`src/rtl/neurona_pkg.sv`:
```
// Shared definitions for the serial neuron and its activation stage.
package neurona_pkg;

  localparam logic [1:0] ACT_IDENTITY = 2'd0;
  localparam logic [1:0] ACT_RELU     = 2'd1;
  localparam logic [1:0] ACT_STEP     = 2'd2;

  typedef enum logic [1:0] {
    ST_IDLE = 2'd0,
    ST_ACC  = 2'd1,
    ST_ACT  = 2'd2
  } state_e;

  function automatic int clog2(input int n);
    int r;
    r = 0;
    while ((1 << r) < n) r++;
    return r;
  endfunction

endpackage

```
`src/rtl/neurona_activation.sv`:
```
// Combinational activation with saturation of a wide signed accumulator.
module neurona_activation
  import neurona_pkg::*;
#(
  parameter int ACC_WIDTH = 16,
  parameter int OUT_WIDTH = 8
) (
  input  logic signed [ACC_WIDTH-1:0] acc_i,
  input  logic        [1:0]           mode_i,
  output logic        [OUT_WIDTH-1:0] out_o
);

  localparam logic signed [ACC_WIDTH-1:0] OUT_MAX = ACC_WIDTH'((1 << (OUT_WIDTH-1)) - 1);
  localparam logic signed [ACC_WIDTH-1:0] OUT_MIN = ACC_WIDTH'(-(1 << (OUT_WIDTH-1)));

  logic signed [ACC_WIDTH-1:0] clamped;

  always_comb begin
    clamped = acc_i;
    if (acc_i > OUT_MAX)      clamped = OUT_MAX;
    else if (acc_i < OUT_MIN) clamped = OUT_MIN;
  end

  always_comb begin
    out_o = clamped[OUT_WIDTH-1:0];
    case (mode_i)
      ACT_RELU: if (acc_i < 0) out_o = '0;
      ACT_STEP: out_o = (acc_i > 0) ? OUT_WIDTH'(1) : '0;
      default:  out_o = clamped[OUT_WIDTH-1:0];
    endcase
  end

endmodule

```
`src/rtl/neurona_serial.sv`:
```
// Sequential neuron: one weighted pixel term per clock, then activation.
// state   | meaning
// IDLE    | waiting for start; out holds last result
// ACC     | adding weight[idx] when pixel[idx] is set
// ACT     | registering activated output and pulsing done
module neurona_serial
  import neurona_pkg::*;
#(
  parameter int N_INPUTS  = 49,
  parameter int W_WIDTH   = 8,
  parameter int ACC_WIDTH = 16,
  parameter int OUT_WIDTH = 8
) (
  input  logic                          clk,
  input  logic                          reset_n,
  input  logic                          start,
  input  logic [1:0]                    act_mode,
  input  logic [N_INPUTS-1:0]           pixels,
  input  logic [N_INPUTS*W_WIDTH-1:0]   weights,
  input  logic [W_WIDTH-1:0]            bias,
  output logic                          busy,
  output logic                          done,
  output logic [OUT_WIDTH-1:0]          out
);

  localparam int IDX_W = (clog2(N_INPUTS) > 0) ? clog2(N_INPUTS) : 1;
  localparam logic [IDX_W-1:0] IDX_LAST = IDX_W'(N_INPUTS - 1);

  if (ACC_WIDTH < W_WIDTH + clog2(N_INPUTS + 1) + 1) begin : g_acc_too_narrow
    $error("neurona_serial: ACC_WIDTH too small for N_INPUTS/W_WIDTH");
  end

  state_e                        state_q, state_d;
  logic [N_INPUTS-1:0]           pix_q, pix_d;
  logic [N_INPUTS*W_WIDTH-1:0]   wgt_q, wgt_d;
  logic [1:0]                    mode_q, mode_d;
  logic signed [ACC_WIDTH-1:0]   acc_q, acc_d;
  logic [IDX_W-1:0]              idx_q, idx_d;
  logic                          busy_q, busy_d;
  logic                          done_q, done_d;
  logic [OUT_WIDTH-1:0]          out_q, out_d;

  logic [W_WIDTH-1:0]            w_cur;
  logic signed [ACC_WIDTH-1:0]   w_ext;
  logic signed [ACC_WIDTH-1:0]   bias_ext;
  logic [OUT_WIDTH-1:0]          act_out;

  assign w_cur    = wgt_q[idx_q*W_WIDTH +: W_WIDTH];
  assign w_ext    = {{(ACC_WIDTH-W_WIDTH){w_cur[W_WIDTH-1]}}, w_cur};
  assign bias_ext = {{(ACC_WIDTH-W_WIDTH){bias[W_WIDTH-1]}}, bias};

  neurona_activation #(
    .ACC_WIDTH (ACC_WIDTH),
    .OUT_WIDTH (OUT_WIDTH)
  ) u_act (
    .acc_i  (acc_q),
    .mode_i (mode_q),
    .out_o  (act_out)
  );

  always_comb begin
    state_d = state_q;
    pix_d   = pix_q;
    wgt_d   = wgt_q;
    mode_d  = mode_q;
    acc_d   = acc_q;
    idx_d   = idx_q;
    busy_d  = busy_q;
    done_d  = 1'b0;
    out_d   = out_q;
    case (state_q)
      ST_IDLE: begin
        if (start) begin
          pix_d   = pixels;
          wgt_d   = weights;
          mode_d  = act_mode;
          acc_d   = bias_ext;
          idx_d   = '0;
          busy_d  = 1'b1;
          state_d = ST_ACC;
        end
      end
      ST_ACC: begin
        if (pix_q[idx_q]) acc_d = acc_q + w_ext;
        // idx parks at zero on exit so it never wraps for power-of-two sizes
        if (idx_q == IDX_LAST) begin
          idx_d   = '0;
          state_d = ST_ACT;
        end else begin
          idx_d = idx_q + 1'b1;
        end
      end
      ST_ACT: begin
        out_d   = act_out;
        done_d  = 1'b1;
        busy_d  = 1'b0;
        state_d = ST_IDLE;
      end
      default: state_d = ST_IDLE;
    endcase
  end

  always_ff @(posedge clk) begin
    if (!reset_n) begin
      state_q <= ST_IDLE;
      pix_q   <= '0;
      wgt_q   <= '0;
      mode_q  <= '0;
      acc_q   <= '0;
      idx_q   <= '0;
      busy_q  <= 1'b0;
      done_q  <= 1'b0;
      out_q   <= '0;
    end else begin
      state_q <= state_d;
      pix_q   <= pix_d;
      wgt_q   <= wgt_d;
      mode_q  <= mode_d;
      acc_q   <= acc_d;
      idx_q   <= idx_d;
      busy_q  <= busy_d;
      done_q  <= done_d;
      out_q   <= out_d;
    end
  end

  assign busy = busy_q;
  assign done = done_q;
  assign out  = out_q;

endmodule
```
`config.mk`:
```
export PLATFORM = sky130hd
export DESIGN_NAME = neurona_serial
export DESIGN_NICKNAME = d
export VERILOG_FILES = /design/src/rtl/neurona_pkg.sv /design/src/rtl/neurona_activation.sv /design/src/rtl/neurona_serial.sv
export SDC_FILE = /design/constraint.sdc
export NUM_CORES = 1
export LEC_CHECK = 0
export CELL_PAD_IN_SITES_DETAIL_PLACEMENT = 0
export CELL_PAD_IN_SITES_GLOBAL_PLACEMENT = 2
export CORE_ASPECT_RATIO = 0.6
export CORE_MARGIN = 2
export CORE_UTILIZATION = 28
export CTS_BUF_LIST = sky130_fd_sc_hd__clkbuf_4 sky130_fd_sc_hd__clkbuf_8
export DETAILED_ROUTE_END_ITERATION = 8
export HOLD_SLACK_MARGIN = 0.1
export PLACE_DENSITY = 0.85
export SKIP_LAST_GASP = 1
export SLEW_MARGIN = 20
export SYNTH_ARGS = -nofsm -noshare
export SYNTH_HDL_FRONTEND = slang
export SYNTH_SLANG_ARGS = --single-unit
```
`constraint.sdc`:
```
create_clock -name clk -period 4 [get_ports clk]
set_input_delay 0.4 -clock clk [delete_from_list [all_inputs] [get_ports clk]]
set_output_delay 0.4 -clock clk [all_outputs]
set_load 0.01 [all_outputs]
```
==> metrics.md, run 1 <==
| Metric | Value |
|---|---|
| Commonest cells post-synth | nand2_1 (926), a21oi_1 (479), dfxtp_1 (477) |
| Vias in the first global route | slightly below 20000 |
| Area Overhead vs Synth | 39.1% |
| Pwr/cell area | 408 nW/um2 |
| Top-count cell post-synth | nand2_1 |
| Fin nets | 3350 |
| DP Wirelength | 60200 um |
| Worst slew margin | between 20 and 25% |
| RSZ-0062 raised after global routing | yes |
| Initial Util | 28.1% |
| Yosys warns | 0 |
| Endpoints failing setup | 6 |
| Synth unique cells | 53 |
| Final hold viol count | 0 |
| Routed Antenna Nets | 0 |
| Drt drc | 0 |
| Total gr overflow | 0 |
| Vias | 19400 |
| Fin cells | 3917 |
| CTS tree | yes |
| Violated checks | setup timing |
| Synth async-reset ratio | 0% |
| Register bit total from synthesis | 477 |
| DRT Pass-1 Iters | 5 |
| Cts bufs inserted | 76 |
| Actual transition at the worst max-transition pin | 1.19 ns |
| Worst-path maximum fanout | 5 |
| Share of layout cells above drive strength 1 | a little over an eighth |
| Die Height | 214 um |
| CTS hold repair buffers | 0 |
| Netlist Area Pre-Place | roughly 21000 um2 |
| H-tree depth | 3 |
| Clk buf depth | 3 |
| Clk_skew | a little over 0.03 ns |
| Synthesized net count | between 2000 and 3000 |
| Sink Count | about 480 |
| GRT Total Usage | 20.6% |
| Leak Pwr | approximately 10 nW |
| First-pass GRT wire length | 119000 um |
| Filler Cell Count | 7400 |
| Crit Path Class | flop to flop |
| Crit path time final | 4.23 ns |
| Critical path arrival | 4.82 ns |
| Worst Setup End Kind | flop |
| Detailed Route Iter0 Violations | 1548 |
| Clock slew at reported path FFs | 0.06 ns |
| Total Wirelength | 80700 um |
| Final GP Congestion | 0.881 |
| Post-synthesis sequential area ratio | 46.3% |
| Max_cap viols | 0 |
| Placed cell count | about 3800 |
| Port Buf Inserts | 463 |
| Synth Area per Inst | 8.52 um2 |
| Fmax | 236 MHz |
| Worst hold path type | input port to flop |
| Multi-input logic area | approximately 10000 um2 |
| Worst hold slack | 0.280 ns |
| Top cell type's share of synthesized area | 46.3% |
| Core area | around 73000 um2 |
| Die span in x | 354 um |
| Worst-Skew Late Latency | 0.68 ns |
| Data required, critical path | 4.59 ns |
| Maximum vdd ir drop | around 0.2 mV |
| CTS Root Buffer Type | clkbuf_8 |
| Pre-CTS WS | -0.250 ns |
| Top post-synthesis cells by area | dfxtp_1 (46%), nand2_1 (17%), mux4_2 (14%) |
| Status | finished, violations left |
| Final WS setup | -0.229 ns |
| Period utilization | 106% |
| Rows | 77 |
| Max Slew Vio Count | 0 |
| Largest net degree at the start of global routing | 233 |
| EDFF count, synth | 0 |
| IO Count | about 460 |
| Crit path launch type | flop |
| Synth Instances | between 2000 and 2500 |
| Post-synth top area cell | dfxtp_1 |
| Initial antenna violation count | 7 |
| Die area | 76000 um2 |
| Storage cell area | roughly 9600 um2 |
| Main synth FF type | dfxtp_1 |
| DR WL/cell | roughly 21 um |
| Via density per instance | 4.94 |
-- state kept, by name, summed over array words and instances (netlist names) --
name,flops
acc_q,16
out,8
busy,1
pix_q,49
state_q,2
idx_q,6
mode_q,2
done,1
wgt_q,392
-- layout by cell type, fill, tap and decap left out, types with 5 or more instances in the layout --
master / n
a211oi_1: 6
a21oi_1: 472
a21oi_2: 5
a311oi_1: 7
buf_12: 17
buf_4: 78
buf_6: 7
clkbuf_4: 17
clkbuf_8: 97
clkdlybuf4s50_1: 463
clkinv_2: 9
dfxtp_1: 473
ha_1: 16
inv_1: 15
mux2i_1: 13
mux4_2: 125
nand2_1: 926
nand3_1: 13
nor2_1: 28
nor2b_1: 6
nor3_1: 5
o21ai_0: 23
xnor2_1: 7
-- kinds of logic after synthesis --
kind of cell	after synthesis	share of synthesized area, %
compound gates	557	14.3
xor+xnor	10	0.461
fa+ha+maj	20	1.25
buf+inv	210	4.07
flops	477	46.3
mux	142	14.8
simple gates	1006	18.9
-- timing repair --
action                     in CTS  in global routing
gates resized for setup        20                 24
pin swaps                      11                 31
cloned                          3                  1
setup buffers                   8                 19
setup endpoints to repair       9                 11
-- path summary, 6_finish.rpt --
check | to | slack (ns) | start | cells after the start
max | acc_q[13]$_SDFFE_PN0P_ | -0.23 | idx_q[0]$_SDFFE_PN0P_ | 19
min | wgt_q[237]$_SDFFE_PN0P_ | 0.28 | weights[237] | 3
max reg2reg | acc_q[13]$_SDFFE_PN0P_ | -0.23 | idx_q[0]$_SDFFE_PN0P_ | 19
min reg2reg | wgt_q[311]$_SDFFE_PN0P_ | 0.45 | wgt_q[311]$_SDFFE_PN0P_ | 2
-- report_power, final --
group	internal, mW	switching (mW)	total [mW]
Sequential	5.05	0.206	5.25
Combinational	0.963	0.956	1.92
Clock	2.53	2.02	4.55
-- area by class of cell --
cell class | count | share of cell area [%]
Timing Repair Buffer | 570 | 20.1
Inverter | 16 | 0.235
Sequential cell | 477 | 33.3
Clock inverter | 16 | 0.584
Multi-Input combinational cell | 1735 | 36.3
Tap cell | 987 | 4.30
Clock buffer | 114 | 5.10
Antenna cell | 2 | 0.0174
-- worst max-delay path, stage by stage, from the launching register on --
cell and delay [ns]:
dfxtp_4 0.38, buf_12 0.13, buf_12 0.12, buf_12 0.10
mux4_2 0.54, mux4_2 0.52, mux2i_1 0.16, buf_4 0.15
a21oi_2 0.05, ha_2 0.19, buf_6 0.12, a21oi_4 0.14
o211ai_1 0.18, o41ai_2 0.45, o211ai_1 0.20, buf_4 0.19
a211oi_4 0.21, xnor2_1 0.14, nand2_1 0.07, a21oi_1 0.11
-- through the flow --
stage	instance area [um2]	util (%)	power, mW	TNS, ns
5_1_grt	28700	39.1	12.3	-2.09
3_5_place_dp	26600	36.2	7.18	-1.23
6_report	28700	39.1	11.7	-0.606
2_1_floorplan	20700	-	6.23	0
4_1_cts	28400	38.8	11.8	-0.797
3_3_place_gp	26600	36.2	7.16	-1.20
-- routing by layer --
layer | track usage, % | wire [um] | share of wire, % | up-vias
li1 | - | - | - | 9175
met1 | 30.3 | 38800 | 48 | 9386
met2 | 29.2 | 33200 | 41 | 699
met3 | 6.29 | 7170 | 8.9 | 100
met4 | 4.99 | 1440 | 1.8 | 8
met5 | 0 | 49 | 0.061 | -
Note: power is estimated with default switching activity, not from simulation.
==> inputs of run 2 (changes only) <==
--- a/config.mk
+++ b/config.mk
@@ -9,11 +9,11 @@
 export CELL_PAD_IN_SITES_GLOBAL_PLACEMENT = 2
 export CORE_ASPECT_RATIO = 0.6
 export CORE_MARGIN = 2
-export CORE_UTILIZATION = 28
+export CORE_UTILIZATION = 33
 export CTS_BUF_LIST = sky130_fd_sc_hd__clkbuf_4 sky130_fd_sc_hd__clkbuf_8
 export DETAILED_ROUTE_END_ITERATION = 8
 export HOLD_SLACK_MARGIN = 0.1
-export PLACE_DENSITY = 0.85
+export PLACE_DENSITY = 0.94
 export SKIP_LAST_GASP = 1
 export SLEW_MARGIN = 20
 export SYNTH_ARGS = -nofsm -noshare
==> constraint.sdc (replaced) <==
create_clock -name clk -period 5 [get_ports clk]
set_input_delay 0.5 -clock clk [delete_from_list [all_inputs] [get_ports clk]]
set_output_delay 0.5 -clock clk [all_outputs]
set_load 0.01 [all_outputs]
==> run 2 against run 1 <==
Net effect: the run now ends clean; clock-buffer cell count is 5 lower; global-route usage grew 2.3 points; setup slack better by 0.59 ns; clock power shrank 25%; critical path depth shrank 4; fmax decreased by 8.8%; cell area decreased by 4.3%; routed wire length decreased by 5.6%; first-iteration DRC count rose by 13%; sequential share of layout area rose by 1.5 points; clock skew decreased by 0.0075 ns; flip-flop and latch count stayed put; critical path type unchanged; critical endpoint is now acc_q[15]$_SDFFE_PN0P_.
==> metrics.md, run 2 (synthesis gave the netlist of run 1 again) <==
| Metric | Value |
|---|---|
| RR Endpoint | acc_q[15]$_SDFFE_PN0P_ (was acc_q[13]$_SDFFE_PN0P_) |
| Hold endpoint | wgt_q[115]$_SDFFE_PN0P_ (was wgt_q[237]$_SDFFE_PN0P_) |
| Endpoints failing setup | 0 (was 6) |
| Area Overhead vs Synth | 33.1% (was 39.1%) |
| Leak Pwr | 9.97 nW (was 10.5 nW) |
| Placed cell count | 3554 (was 3757) |
| Period utilization | 92.7% (was 106%) |
| Worst R2R Path Depth | 15 (was 19) |
| DRT Pass-1 Iters | 5 (unchanged) |
| Die span in x | 327 um (was 354 um) |
| Worst slew margin | 29.0% (was 20.4%) |
| Most common cell after layout, fill and taps aside | nand2_1 (unchanged) |
| Maximum vdd ir drop | 0.172 mV (was 0.202 mV) |
| Total Wirelength | 76100 um (was 80700 um) |
| Core area | 61400 um2 (was 73300 um2) |
| TNS Setup | 0 ns (was -0.606 ns) |
| Fin cells | 3685 (was 3917) |
| Crit Path Class | flop to flop (unchanged) |
| Pwr/cell area | 329 nW/um2 (was 408 nW/um2) |
| Commonest cells after routing, fill and taps aside | nand2_1 (926), a21oi_1 (479), dfxtp_1 (473) (was nand2_1 (926), dfxtp_1 (473), a21oi_1 (472)) |
| GRT Total Usage | 22.9% (was 20.6%) |
| Clk buf depth | 3 (unchanged) |
| Worst Setup End Kind | flop (unchanged) |
| Biggest regs | wgt_q x392, pix_q x49, acc_q x16 (unchanged) |
| First-pass GRT wire length | 114000 um (was 119000 um) |
| Clock slew at reported path FFs | 0.07 ns (was 0.06 ns) |
| Max Slew Vio Count | 0 (unchanged) |
| Critical Path, Cell by Cell | buf_4 -> mux4_2 -> mux4_2 -> mux2i_1 -> a21oi_1 -> ha_1 -> nand3_1 -> o211ai_1 -> o41ai_1 -> buf_4 -> o211ai_1 -> a21oi_1 -> a211oi_1 -> xnor2_1 -> a31oi_1 (was buf_12 -> buf_12 -> buf_12 -> mux4_2 -> mux4_2 -> mux2i_1 -> buf_4 -> a21oi_2 -> ha_2 -> buf_6 -> a21oi_4 -> o211ai_1 -> o41ai_2 -> o211ai_1 -> buf_4 -> a211oi_4 -> xnor2_1 -> nand2_1 -> a21oi_1) |
| Fmax | 216 MHz (was 236 MHz) |
| Final hold viol count | 0 (unchanged) |
| Vias | 19200 (was 19400) |
| HP Start | weights[115] (was weights[237]) |
| Initial Util | 33.6% (was 28.1%) |
| Rows | 70 (was 77) |
| Worst-path maximum fanout | 18 (was 5) |
| Slowest stage cell, crit path | dfxtp_4 (was mux4_2) |
| Fin nets | 3276 (was 3350) |
| Crit path time final | 4.64 ns (was 4.23 ns) |
| Sink Count | 477 (unchanged) |
| Hold Crit Depth | 3 (unchanged) |
| Worst R2R Setup Slack | 0.36 ns (was -0.23 ns) |
| Clk_skew | 0.0235 ns (was 0.0310 ns) |
| Overall power | 9.04 mW (was 11.7 mW) |
| Data required, critical path | 5.50 ns (was 4.59 ns) |
| Vias in the first global route | 18800 (was 19300) |
| CTS tree | yes (unchanged) |
| Worst-Skew Late Latency | 0.65 ns (was 0.68 ns) |
| Routed Antenna Nets | 0 (unchanged) |
| Share of layout cells above drive strength 1 | 10.5% (was 13.6%) |
| DR WL/cell | 20.7 um (was 20.6 um) |
| Final core utilization | 44.7% (was 39.1%) |
| Die area | 64600 um2 (was 76000 um2) |
| Crit. Startpoint | idx_q[0]$_SDFFE_PN0P_ (unchanged) |
| Worst hold slack | 0.399 ns (was 0.280 ns) |
| Buf/Inv on CP | 2 (was 6) |
| Crit path launch type | flop (unchanged) |
| DP Wirelength | 56500 um (was 60200 um) |
| Via density per instance | 5.20 (was 4.94) |
| RSZ-0062 raised after global routing | no (was yes) |
| Actual transition at the worst max-transition pin | 1.07 ns (was 1.19 ns) |
| Die Height | 198 um (was 214 um) |
| Final GP Congestion | 0.866 (was 0.881) |
| IO Count | 464 (unchanged) |
| Detailed Route Iter0 Violations | 1755 (was 1548) |
| CTS Root Buffer Type | clkbuf_8 (unchanged) |
| Total gr overflow | 0 (unchanged) |
| Worst hold path type | input port to flop (unchanged) |
| Largest net degree at the start of global routing | 211 (was 233) |
| Status | finished clean (was finished, violations left) |
| Max stage delay on crit path | 0.60 ns (was 0.54 ns) |
| Biggest register | wgt_q (unchanged) |
| Drt drc | 0 (unchanged) |
| H-tree depth | 3 (unchanged) |
| Port Buf Inserts | 463 (unchanged) |
| Max FFs per register | 392 (unchanged) |
| Critical path arrival | 5.13 ns (was 4.82 ns) |
| R2r startpoint | idx_q[0]$_SDFFE_PN0P_ (unchanged) |
| Cts bufs inserted | 74 (was 76) |
| Initial antenna violation count | 11 (was 7) |
| Max_cap viols | 0 (unchanged) |
| CP delay by family, top | multiplexers (was compound AO/OA/AOI/OAI gates) |
==> run 2: cell count changes in the layout (fill, tap and decap cells not counted), moves of 4 or more <==
cell      previous run  this run
clkbuf_4            17        25
diode_2              2         6
a21oi_2              5         0
a221oi_1             2         6
buf_12              17        10
o21ai_0             23        27
a21oi_1            472       479
a211oi_1             6        10
buf_4               78        25
clkbuf_8            97        84
buf_6                7         0
==> run 2: power by group <==
part | leakage, nW | total (mW) | internal, mW | switching [mW]
clock | 0.803 | 3.43 | 1.83 | 1.59
combinational | 5.24 | 1.40 | 0.693 | 0.711
sequential | 3.92 | 4.21 | 4.04 | 0.173
==> run 2: worst min-delay path, cell delays in order <==
cell and delay [ns]:
clkdlybuf4s50_1 0.39, nand2_1 0.05, a21oi_1 0.05
==> run 2: area by class of cell <==
class,instances,area (um2)
fillers,6018,33900
multi-input cells,1735,10300
clock inverters,16,155
repair buffers,498,5020
inverters,16,67.6
well taps,828,1040
clock buffers,109,1340
flip-flops and latches,477,9560
diodes,6,15.0
==> run 2: metal layers <==
layer  GRT usage [%]  vias up  routed length, um
met2            34.0      700              32700
met1            33.7     9348              36200
li1                -     9016                  -
met3            4.98      101               5650
met5               0        -                 78
met4            5.66       12               1510
==> run 2: worst max-delay path by stage <==
stage | endpoint | slack, ns | depth (start not counted)
final | acc_q[15]$_SDFFE_PN0P_ | 0.36 | 15
after global routing | acc_q[14]$_SDFFE_PN0P_ | 0.04 | 16
after CTS | acc_q[14]$_SDFFE_PN0P_ | 0.19 | 16
after detailed placement | acc_q[14]$_SDFFE_PN0P_ | 0.20 | 16
after global placement | acc_q[14]$_SDFFE_PN0P_ | 0.31 | 16
after floorplan | acc_q[14]$_SDFFE_PN0P_ | 0.66 | 19
==> run 2: per-stage QoR <==
step           worst slack, ns  area, um2
4_1_cts                  0.195      27400
3_5_place_dp             0.196      25900
3_3_place_gp             0.305      25900
5_1_grt                 0.0370      27500
6_report                 0.365      27500
2_1_floorplan            0.659      20600
==> run 2: timing repair <==
action | 4_1_cts | 5_1_grt
buffers inserted | 0 | 0
endpoints found under the setup margin | 0 | 1
resized for setup | 0 | 1
hold buffers | 0 | 0
hold endpoints to repair | 0 | 0
==> inputs of run 3 (changes only) <==
--- a/config.mk
+++ b/config.mk
@@ -15,7 +15,6 @@
 export HOLD_SLACK_MARGIN = 0.1
 export PLACE_DENSITY = 0.94
 export SKIP_LAST_GASP = 1
-export SLEW_MARGIN = 20
 export SYNTH_ARGS = -nofsm -noshare
 export SYNTH_HDL_FRONTEND = slang
 export SYNTH_SLANG_ARGS = --single-unit
==> results of run 3 <==
The final DEF is identical to that of run 2; final timing and power are the same.
